===== src/rtl/video_input_packer.sv =====
`default_nettype none
// ============================================================================
// Module   : video_input_packer
// Purpose  : Packs a DE/VSYNC pixel stream into double-buffered RAM words and
//            qualifies the frame geometry before flagging a settled bank.
// Revision : 1.0 - initial release
// ============================================================================
module video_input_packer #(
   parameter int CHANNEL_COUNT = 3,
   parameter int COLOR_WIDTH   = 8,
   parameter int BATCH_SIZE    = 4,
   parameter int BLOCK_DEPTH   = 480,
   parameter int BANK_COUNT    = 2,
   parameter int MAX_WIDTH     = 64,
   parameter int MAX_HEIGHT    = 64,
   parameter int STABLE_FRAMES = 2,
   localparam int LANE_W = COLOR_WIDTH * BATCH_SIZE,
   localparam int ADDR_W = (BLOCK_DEPTH > 1) ? $clog2(BLOCK_DEPTH) : 1,
   localparam int BANK_W = (BANK_COUNT > 1) ? $clog2(BANK_COUNT) : 1,
   localparam int IW_W   = $clog2(MAX_WIDTH + 1),
   localparam int IH_W   = $clog2(MAX_HEIGHT + 1)
) (
   input  logic                              rgb_clk,
   input  logic                              rst_n,
   input  logic                              rgb_de,
   input  logic                              rgb_vs,
   input  logic                              vs_pol,
   input  logic [CHANNEL_COUNT*COLOR_WIDTH-1:0] rgb_color,
   output logic [CHANNEL_COUNT*LANE_W-1:0]   wr_data,
   output logic [ADDR_W-1:0]                 wr_addr,
   output logic [BANK_W-1:0]                 wr_bank,
   output logic                              wr_en,
   output logic                              frame_done,
   output logic [BANK_W-1:0]                 ready_bank,
   output logic                              overflow,
   output logic [IW_W-1:0]                   image_width,
   output logic [IH_W-1:0]                   image_height,
   output logic                              image_valid
);

   localparam int ACNT_W = $clog2(BLOCK_DEPTH + 1);
   localparam int LEN_W  = $clog2(MAX_WIDTH + 2);
   localparam int LCNT_W = $clog2(MAX_HEIGHT + 2);
   localparam int SLOT_W = (BATCH_SIZE > 1) ? $clog2(BATCH_SIZE) : 1;
   localparam int STAB_W = $clog2(STABLE_FRAMES + 1);

   localparam logic [LEN_W-1:0]  LEN_MAX    = LEN_W'(MAX_WIDTH);
   localparam logic [LEN_W-1:0]  LEN_SAT    = LEN_W'(MAX_WIDTH + 1);
   localparam logic [LCNT_W-1:0] LCNT_MAX   = LCNT_W'(MAX_HEIGHT);
   localparam logic [LCNT_W-1:0] LCNT_SAT   = LCNT_W'(MAX_HEIGHT + 1);
   localparam logic [ACNT_W-1:0] ADDR_LIMIT = ACNT_W'(BLOCK_DEPTH);
   localparam logic [STAB_W-1:0] STAB_SAT   = STAB_W'(STABLE_FRAMES);
   localparam logic [BANK_W-1:0] BANK_LAST  = BANK_W'(BANK_COUNT - 1);
   localparam logic [SLOT_W-1:0] SLOT_LAST  = SLOT_W'(BATCH_SIZE - 1);

   // Reset asserts asynchronously but is released on a clock edge.
   logic [1:0] rst_sync;
   logic       rst_int_n;

   always_ff @(posedge rgb_clk or negedge rst_n) begin
      if (!rst_n) rst_sync <= '0;
      else        rst_sync <= {rst_sync[0], 1'b1};
   end
   assign rst_int_n = rst_sync[1];

   logic                          de_q, vs_q, skip_q;
   logic [CHANNEL_COUNT*LANE_W-1:0] pack_q;
   logic [SLOT_W-1:0]             slot_q;
   logic [LEN_W-1:0]              line_len_q, first_w_q;
   logic [LCNT_W-1:0]             line_cnt_q;
   logic                          incons_q;
   logic [ACNT_W-1:0]             addr_cnt_q;
   logic [STAB_W-1:0]             stab_q;

   logic                          vs_act, frame_edge, pix, line_end, skip_next;
   logic                          batch_full, flush, wr_req, wr_ok, ovf_eff;
   logic [CHANNEL_COUNT*LANE_W-1:0] pack_fill, wr_word;
   logic [LCNT_W-1:0]             lines_inc, eff_lines;
   logic [LEN_W-1:0]              eff_width;
   logic                          line_bad, eff_incons, frame_real, accept, dims_same;
   logic [STAB_W-1:0]             stab_next;
   logic [BANK_W-1:0]             bank_next;

   assign vs_act     = (rgb_vs == vs_pol);
   assign frame_edge = vs_act & ~vs_q;
   // A line caught by a frame edge stays ignored until DE drops.
   assign skip_next  = frame_edge ? rgb_de : (skip_q & rgb_de);
   assign pix        = rgb_de & ~skip_q & ~frame_edge;
   assign line_end   = de_q & ~rgb_de & ~skip_q;

   always_comb begin
      pack_fill = pack_q;
      for (int c = 0; c < CHANNEL_COUNT; c++) begin
         for (int k = 0; k < BATCH_SIZE; k++) begin
            if (SLOT_W'(k) == slot_q)
               pack_fill[c*LANE_W + k*COLOR_WIDTH +: COLOR_WIDTH] =
                  rgb_color[c*COLOR_WIDTH +: COLOR_WIDTH];
         end
      end
   end

   assign batch_full = pix & (slot_q == SLOT_LAST);
   assign flush      = line_end & (slot_q != '0);
   assign wr_req     = batch_full | flush;
   assign wr_word    = batch_full ? pack_fill : pack_q;
   assign wr_ok      = wr_req & (addr_cnt_q != ADDR_LIMIT);
   assign ovf_eff    = overflow | (wr_req & (addr_cnt_q == ADDR_LIMIT));

   assign lines_inc  = (line_cnt_q == LCNT_SAT) ? LCNT_SAT : line_cnt_q + 1'b1;
   assign line_bad   = ((line_cnt_q != '0) && (line_len_q != first_w_q)) ||
                       (line_len_q > LEN_MAX) || (lines_inc > LCNT_MAX);

   // A line ending on the same edge as the frame still belongs to that frame.
   assign eff_lines  = line_end ? lines_inc : line_cnt_q;
   assign eff_width  = (line_end && (line_cnt_q == '0)) ? line_len_q : first_w_q;
   assign eff_incons = incons_q | (line_end & line_bad) | (frame_edge & rgb_de);
   assign frame_real = frame_edge & (eff_lines != '0);
   assign accept     = ~eff_incons & ~ovf_eff;
   assign dims_same  = (eff_width == LEN_W'(image_width)) &&
                       (eff_lines == LCNT_W'(image_height));
   assign bank_next  = (wr_bank == BANK_LAST) ? '0 : wr_bank + 1'b1;

   always_comb begin
      stab_next = stab_q;
      if (frame_real) begin
         if (!accept)        stab_next = '0;
         else if (!dims_same) stab_next = STAB_W'(1);
         else if (stab_q != STAB_SAT) stab_next = stab_q + 1'b1;
      end
   end

   always_ff @(posedge rgb_clk or negedge rst_int_n) begin
      if (!rst_int_n) begin
         de_q         <= 1'b0;
         vs_q         <= 1'b0;
         skip_q       <= 1'b0;
         pack_q       <= '0;
         slot_q       <= '0;
         line_len_q   <= '0;
         first_w_q    <= '0;
         line_cnt_q   <= '0;
         incons_q     <= 1'b0;
         addr_cnt_q   <= '0;
         stab_q       <= '0;
         wr_data      <= '0;
         wr_addr      <= '0;
         wr_bank      <= '0;
         wr_en        <= 1'b0;
         frame_done   <= 1'b0;
         ready_bank   <= '0;
         overflow     <= 1'b0;
         image_width  <= '0;
         image_height <= '0;
         image_valid  <= 1'b0;
      end else begin
         de_q       <= rgb_de;
         vs_q       <= vs_act;
         skip_q     <= skip_next;
         wr_en      <= wr_ok;
         frame_done <= frame_real;
         overflow   <= frame_edge ? 1'b0 : ovf_eff;
         stab_q     <= stab_next;
         image_valid <= (stab_next >= STAB_SAT);

         if (wr_ok) begin
            wr_data <= wr_word;
            wr_addr <= addr_cnt_q[ADDR_W-1:0];
         end

         if (frame_edge)  addr_cnt_q <= '0;
         else if (wr_ok)  addr_cnt_q <= addr_cnt_q + 1'b1;

         if (frame_edge || batch_full || flush) begin
            pack_q <= '0;
            slot_q <= '0;
         end else if (pix) begin
            pack_q <= pack_fill;
            slot_q <= slot_q + 1'b1;
         end

         if (frame_edge || line_end) line_len_q <= '0;
         else if (pix && (line_len_q != LEN_SAT)) line_len_q <= line_len_q + 1'b1;

         if (frame_edge) begin
            line_cnt_q <= '0;
            first_w_q  <= '0;
            incons_q   <= 1'b0;
         end else if (line_end) begin
            line_cnt_q <= lines_inc;
            incons_q   <= incons_q | line_bad;
            if (line_cnt_q == '0) first_w_q <= line_len_q;
         end

         if (frame_real) begin
            ready_bank <= wr_bank;
            wr_bank    <= bank_next;
            if (accept) begin
               image_width  <= eff_width[IW_W-1:0];
               image_height <= eff_lines[IH_W-1:0];
            end
         end
      end
   end

endmodule
`default_nettype wire


===== config.mk =====
export PLATFORM = sky130hd
export DESIGN_NAME = video_input_packer
export DESIGN_NICKNAME = d
export VERILOG_FILES = /design/src/rtl/video_input_packer.sv
export SDC_FILE = /design/constraint.sdc
export NUM_CORES = 1
export LEC_CHECK = 0
export BUFFER_PORTS_ARGS = -buffer_cell sky130_fd_sc_hd__buf_2
export CAP_MARGIN = 20
export CORE_MARGIN = 4
export CORE_UTILIZATION = 52
export DETAILED_ROUTE_END_ITERATION = 10
export PLACE_DENSITY = 0.73
export SLEW_MARGIN = 25
export SYNTH_ARGS = -nofsm -noshare
export SYNTH_HDL_FRONTEND = slang
export SYNTH_SLANG_ARGS = --single-unit

===== constraint.sdc =====
create_clock -name rgb_clk -period 10.9 [get_ports rgb_clk]
set_input_delay 3.27 -clock rgb_clk [delete_from_list [all_inputs] [get_ports rgb_clk]]
set_output_delay 3.27 -clock rgb_clk [all_outputs]
set_load 0.01 [all_outputs]

Word level (Yosys, flattened, before mapping) --
Cells that the tools add are included.
Cells by class: $add $sub $neg 6, order comparisons 3, eq/ne operators 13, multiplexer cells 37, bitwise operators 25, reduce and logical (&&, ||, !) cells 21
Operators by type and width (number):
- $mux 96 | 3
- $mux 8 | 12
- $mux 7 | 9
- $mux 9 | 2
- $add 7x1->7 const B | 2
- $and 1x1->1 | 14
- $eq 7x7->1 | 2
- $gt 7x7->1 const B | 2
- $reduce_bool 7->1 | 2
- $mux 2 | 6
- $reduce_bool 2->1 | 6
- $add 9x1->9 const B | 1
- $eq 9x9->1 const B | 1
- $ne 9x9->1 const B | 1
- $eq 7x7->1 const B | 1
- $logic_not 7->1 | 1
- $ne 7x7->1 | 1
- $ne 7x7->1 const B | 1
- $not 1->1 | 6
- $logic_or 1x1->1 | 5
- $mux 1 | 5
- $or 1x1->1 | 5
- $add 2x1->2 const B | 2
- $eq 2x2->1 const A | 2
- other kinds (9) | 13
Storage, ports and cells: flip-flop bits (word level) 261, input port bits 29, output and inout bits 125, logic and storage cells 127

Longest topological paths before layout --
word-level depth 13, depth in mapped cells 12, gate-level depth less buffers 9

Least setup slack after synthesis --
OpenSTA, ideal clock, no wires.
kind input to register, start point in rgb_de, end point reg image_valid, library setup time 0.067 ns, arrival 5.564 ns, data required time 10.833 ns, slack 5.269 ns, cell stages on the path 7, path buffers 0, cell sequence or3b_4 -> or4_1 -> xor2_1 -> xnor2_1 -> or4_4 -> nor4_4 -> a32o_1
Between the ends: cells in the longest elaborated chain, start to end 12, elaborated cells between the ends (all ways) 29, classes of those cells order compare (1); eq/ne (2); mux (5); bitwise (18); reduce/logical (3)
Ends and longest elaborated chain:
- start: declaration | RTL line 25 | input logic rgb_de,
- $not 1->1 | RTL line 89 | assign line_end = de_q & ~rgb_de & ~skip_q;
- $and 1x1->1 (2 in series) | RTL line 89
- $and 1x1->1 | RTL line 103 | assign flush = line_end & (slot_q != '0);
- $or 1x1->1 | RTL line 104 | assign wr_req = batch_full | flush;
- $and 1x1->1 | RTL line 107 | assign ovf_eff = overflow | (wr_req & (addr_cnt_q == ADDR_LIMIT));
- $or 1x1->1 | RTL line 107
- $not 1->1 | RTL line 118 | assign accept = ~eff_incons & ~ovf_eff;
- $and 1x1->1 | RTL line 118
- $mux 2 | RTL line 126 | if (!accept) stab_next = '0;
- $mux 2 (*) | RTL line 125 | if (frame_real) begin
- $ge 2x2->1 (*) | RTL line 163 | image_valid <= (stab_next >= STAB_SAT);
- end signal: assignment | RTL line 163
- end: declaration | RTL line 38 | output logic image_valid
Every way passes the cells marked *; elsewhere a longest branch is shown, timed or not. A chain may end at the register's enable or synchronous reset.

Final worst setup path --
start point in vs_pol, end point reg wr_data[71]
Between the ends: cells in the longest elaborated chain, start to end 7, elaborated cells between the ends (all ways) 8, classes of those cells eq/ne (1); mux (1); bitwise (6)
Ends and longest elaborated chain:
- start: declaration | RTL line 27 | input logic vs_pol,
- $eq 1x1->1 (*) | RTL line 84 | assign vs_act = (rgb_vs == vs_pol);
- net vs_act | RTL line 75 | logic vs_act, frame_edge, pix, line_end, skip_next;
- $and 1x1->1 (*) | RTL line 85 | assign frame_edge = vs_act & ~vs_q;
- $not 1->1 (*) | RTL line 88 | assign pix = rgb_de & ~skip_q & ~frame_edge;
- $and 1x1->1 (*) | RTL line 88
- $and 1x1->1 (*) | RTL line 102 | assign batch_full = pix & (slot_q == SLOT_LAST);
- $or 1x1->1 | RTL line 104
- $and 1x1->1 | RTL line 106 | assign wr_ok = wr_req & (addr_cnt_q != ADDR_LIMIT);
- end signal: assignment | RTL line 166 | wr_data <= wr_word;
- end: declaration | RTL line 29 | output logic [CHANNEL_COUNT*LANE_W-1:0] wr_data,
Mark *: on every way through the listed nets, which the timed path passes. The rest lies on a longest branch.

==> impl_metrics.toml <==
[status]
outcome = "finished clean"

[power]
p_switching_mw = 1.04
combPwrFrac_pct = 24.5
power_mw = 3.17
pwr-share-clk_pct = 32.7
power_density_mw_per_mm2 = 233
power.internal_mw = 2.13
p_sw_share_pct = 32.8
ir_worst_vdd_mv = 0.166
p_leak_nw = 7.20
seq_power_share_pct = 42.8

[sta]
setup_viol = 0
rsz0062_at_grt = "false"
period_needed_ps = 6200
fmaxAchievable_mhz = 161
finClkSkew_ps = 21.1
drv_slew = 0
totalNegativeSetupSlack_ps = 0
hold_viol = 0
timing.final.ws_setup_ps = 4700
maxSlewHeadroom_pct = 29.3
finalCritPeriodShare_pct = 56.9
worstMarginPinSlew_ps = 1060

[worst_setup_path]
path_cells = "buf_2 -> xnor2_1 -> a2111o_2 -> a21o_4 -> buf_4 -> o21ai_0"
end_kind = "register"
r2r-end = "wr_data[71]"
worst_path_largest_cell_delay_ps = 880
arrival_ps = 6570
timing.rr.start = "slot_q[0]"
rr_worst_depth = 6
worst_ep_required_time_ps = 11270
slowest_stage = "buf_4"
worstPathMaxFanout = 112
crit_start = "vs_pol"
crit_type = "in -> reg"
worst_setup_path_start_kind = "input port"
endpoint = "wr_data[71]"
reg2reg_slack_ps = 7350

[worst_hold_path]
hp-class = "reg -> async"

[floorplan]
fp.coreArea_sq_mm = 0.0220
start_util_pct = 53.2
fp-row-count = 54
io_pins = 154
dieHeight_um = 158
dieArea_sq_mm = 0.0249
dieWidth_um = 158

[synth]
yosys_register_bits = 261
syn_area_sq_mm = 0.0117
synth_compound_area_share_pct = 11.2
syn_area_per_cell_sq_um = 9.97
synth-main-ff-cell = "dfrtp_1"
syn_inst = 1171
synth-async-reset-ratio_pct = 100
synth_top_family_by_area = "simple AND/OR/NAND/NOR gates"
ys_seq_area_share_pct = 55.9
synth.net_count = 1213
synth_xor_area_share_pct = 3.05
synthMuxAreaShare_pct = 9.21
ys_warn_count = 0
synth_fa_ha_area_share_pct = 1.39
synth_edf_count = 0
synth_simple_gate_area_share_pct = 15.1
ys_types = 66

[routing]
wl_per_cell_um = 17.5
drt-initial-drc-count = 688
ant_nets = 0
wirelength_mm = 27.8
vias = 8692
drc = 0
wl_met2_mm = 13.4
drt_pass1_iterations = 5
met1_length_mm = 12.2
viasPerCell = 5.48
highest_layer = "met4"
route.met3.wl_mm = 1.51

[global_route]
grt_max_degree = 168
antenna_found_initial = 2
grt_pass1_wl_mm = 45.1
grt_pass1_vias = 8766
grt_use_total_pct = 22.2
grt_overflow = 0

[clocking]
cts_setup_buffers = 0
clockBufferDepth = 3
holdBufCountCts = 0
path_clk_slew_ps = 70
cts_buffers = 28
cts_resized = 0
cts.sinks = 261
tritoncts = "built"
clkLatencyLatePin_ps = 550
h-tree-depth = 1
clock_tree.root_cell = "clkbuf_16"

[job]
maxCapViolCount = 0

[final_layout]
fin_area_sq_mm = 0.0136
area_delta_synth_final_pct = 16.1
drive_gt1_share_pct = 18.9
finalNetCount = 1324

[place]
preCtsSetupSlack_ps = 4210
place.gp.congestion = 0.867
postPlaceCellArea_sq_mm = 0.0125
io_buffers = 153
dpl.hpwl_mm = 17.7
-- cells in the final DEF, fill, tap and decap left out, types with 3 or more instances in the layout --
cell type | netlist | layout
a21oi_1 | 85 | 85
a31oi_1 | 3 | 3
a32o_1 | 3 | 3
and2_1 | 4 | 4
and2_2 | 0 | 3
and3_1 | 5 | 5
buf_2 | 7 | 153
buf_4 | 1 | 4
bufinv_16 | 0 | 5
clkbuf_1 | 54 | 3
clkbuf_16 | 0 | 28
clkbuf_8 | 2 | 7
clkinv_2 | 0 | 5
dfrtp_1 | 261 | 260
ha_1 | 13 | 13
inv_1 | 23 | 23
mux2_4 | 4 | 4
mux2i_1 | 99 | 99
nand2_1 | 298 | 296
nand3_1 | 9 | 6
nand3_2 | 1 | 4
nand4_1 | 11 | 11
nor2_1 | 59 | 59
nor2b_1 | 3 | 3
nor3_1 | 7 | 7
o21ai_0 | 107 | 107
o21ai_1 | 3 | 3
o21ai_2 | 8 | 8
or3_1 | 3 | 3
xnor2_1 | 22 | 22
xor2_1 | 15 | 15
-- cells by family after synthesis --
kind of cell / after synthesis
XOR/XNOR: 39
other: 1
buffers and inverters: 100
flip-flops: 261
adder cells (fa/ha/maj): 13
AND/OR/NAND/NOR: 419
AO/OA/AOI/OAI: 233
multiplexers: 105
-- cell usage after synthesis, types with 11 or more instances --
library cell    n  area, sq um
o21ai_0       107          536
nand2_1       298         1120
a21oi_1        85          425
clkbuf_1       54          203
xnor2_1        22          193
nand4_1        11         68.8
inv_1          23         86.3
nor2_1         59          221
mux2i_1        99          991
ha_1           13          163
xor2_1         15          131
dfrtp_1       261         6530
-- sequential cells by signal, summed over array words and instances, names as in the netlist --
register      flops
rst_sync          2
stab_q            2
line_cnt_q        7
image_height      7
wr_data          96
wr_addr           9
slot_q            2
incons_q          1
image_valid       1
wr_en             1
overflow          1
line_len_q        7
vs_q              1
de_q              1
addr_cnt_q        9
image_width       7
frame_done        1
skip_q            1
wr_bank           1
ready_bank        1
pack_q           96
first_w_q         7
-- worst min-delay path by stage --
stage,from,end,slack (ps),depth (start not counted)
after detailed placement,rst_sync[1],pack_q[8],340,0
after global routing,rst_sync[1],pack_q[8],370,0
final,rst_sync[1],pack_q[8],320,0
after global placement,rst_sync[0],rst_sync[1],330,0
after CTS,rst_sync[1],pack_q[8],350,0
after floorplan,rst_sync[0],rst_sync[1],330,0
-- critical path: cells and delay by family --
kind,cells,cell delay [ps]
compound gates,3,1810
buf+inv,2,980
xor+xnor,1,460
-- per-stage QoR --
stage / hold WS [ps] / util, % / std cells
after floorplan: 331 / - / 1171
after global placement: 335 / 56.9 / 1532
after detailed placement: 340 / 57.0 / 1532
after CTS: 345 / 61.7 / 1584
after global routing: 368 / 61.8 / 1586
final: 324 / 61.8 / 1586
-- metal layers --
metal | vias to the layer above | track usage, %
li1 | 4137 | -
met1 | 4282 | 31.0
met2 | 227 | 36.5
met3 | 46 | 3.83
met4 | 0 | 5.49
met5 | - | 0
-- cell type report --
class                   count  area (sq um)
multi-input cells         810          4730
clock inverters            14           229
inverters                  23          86.3
clock buffers              38           808
flip-flops and latches    261          6540
repair buffers            158           816
fillers                  1787          8390
well taps                 280           350
diodes                      2          5.00
-- power groups by stage --
stage	Combinational, mW	Clock, mW	Sequential [mW]
finish	0.777	1.04	1.35
global route	0.879	1.09	1.38
CTS	0.789	1.05	1.35
detailed placement	0.785	0	1.37
global placement	0.756	0	1.37
floorplan	0.427	0	1.41
Power figures use the tool's default switching activity.
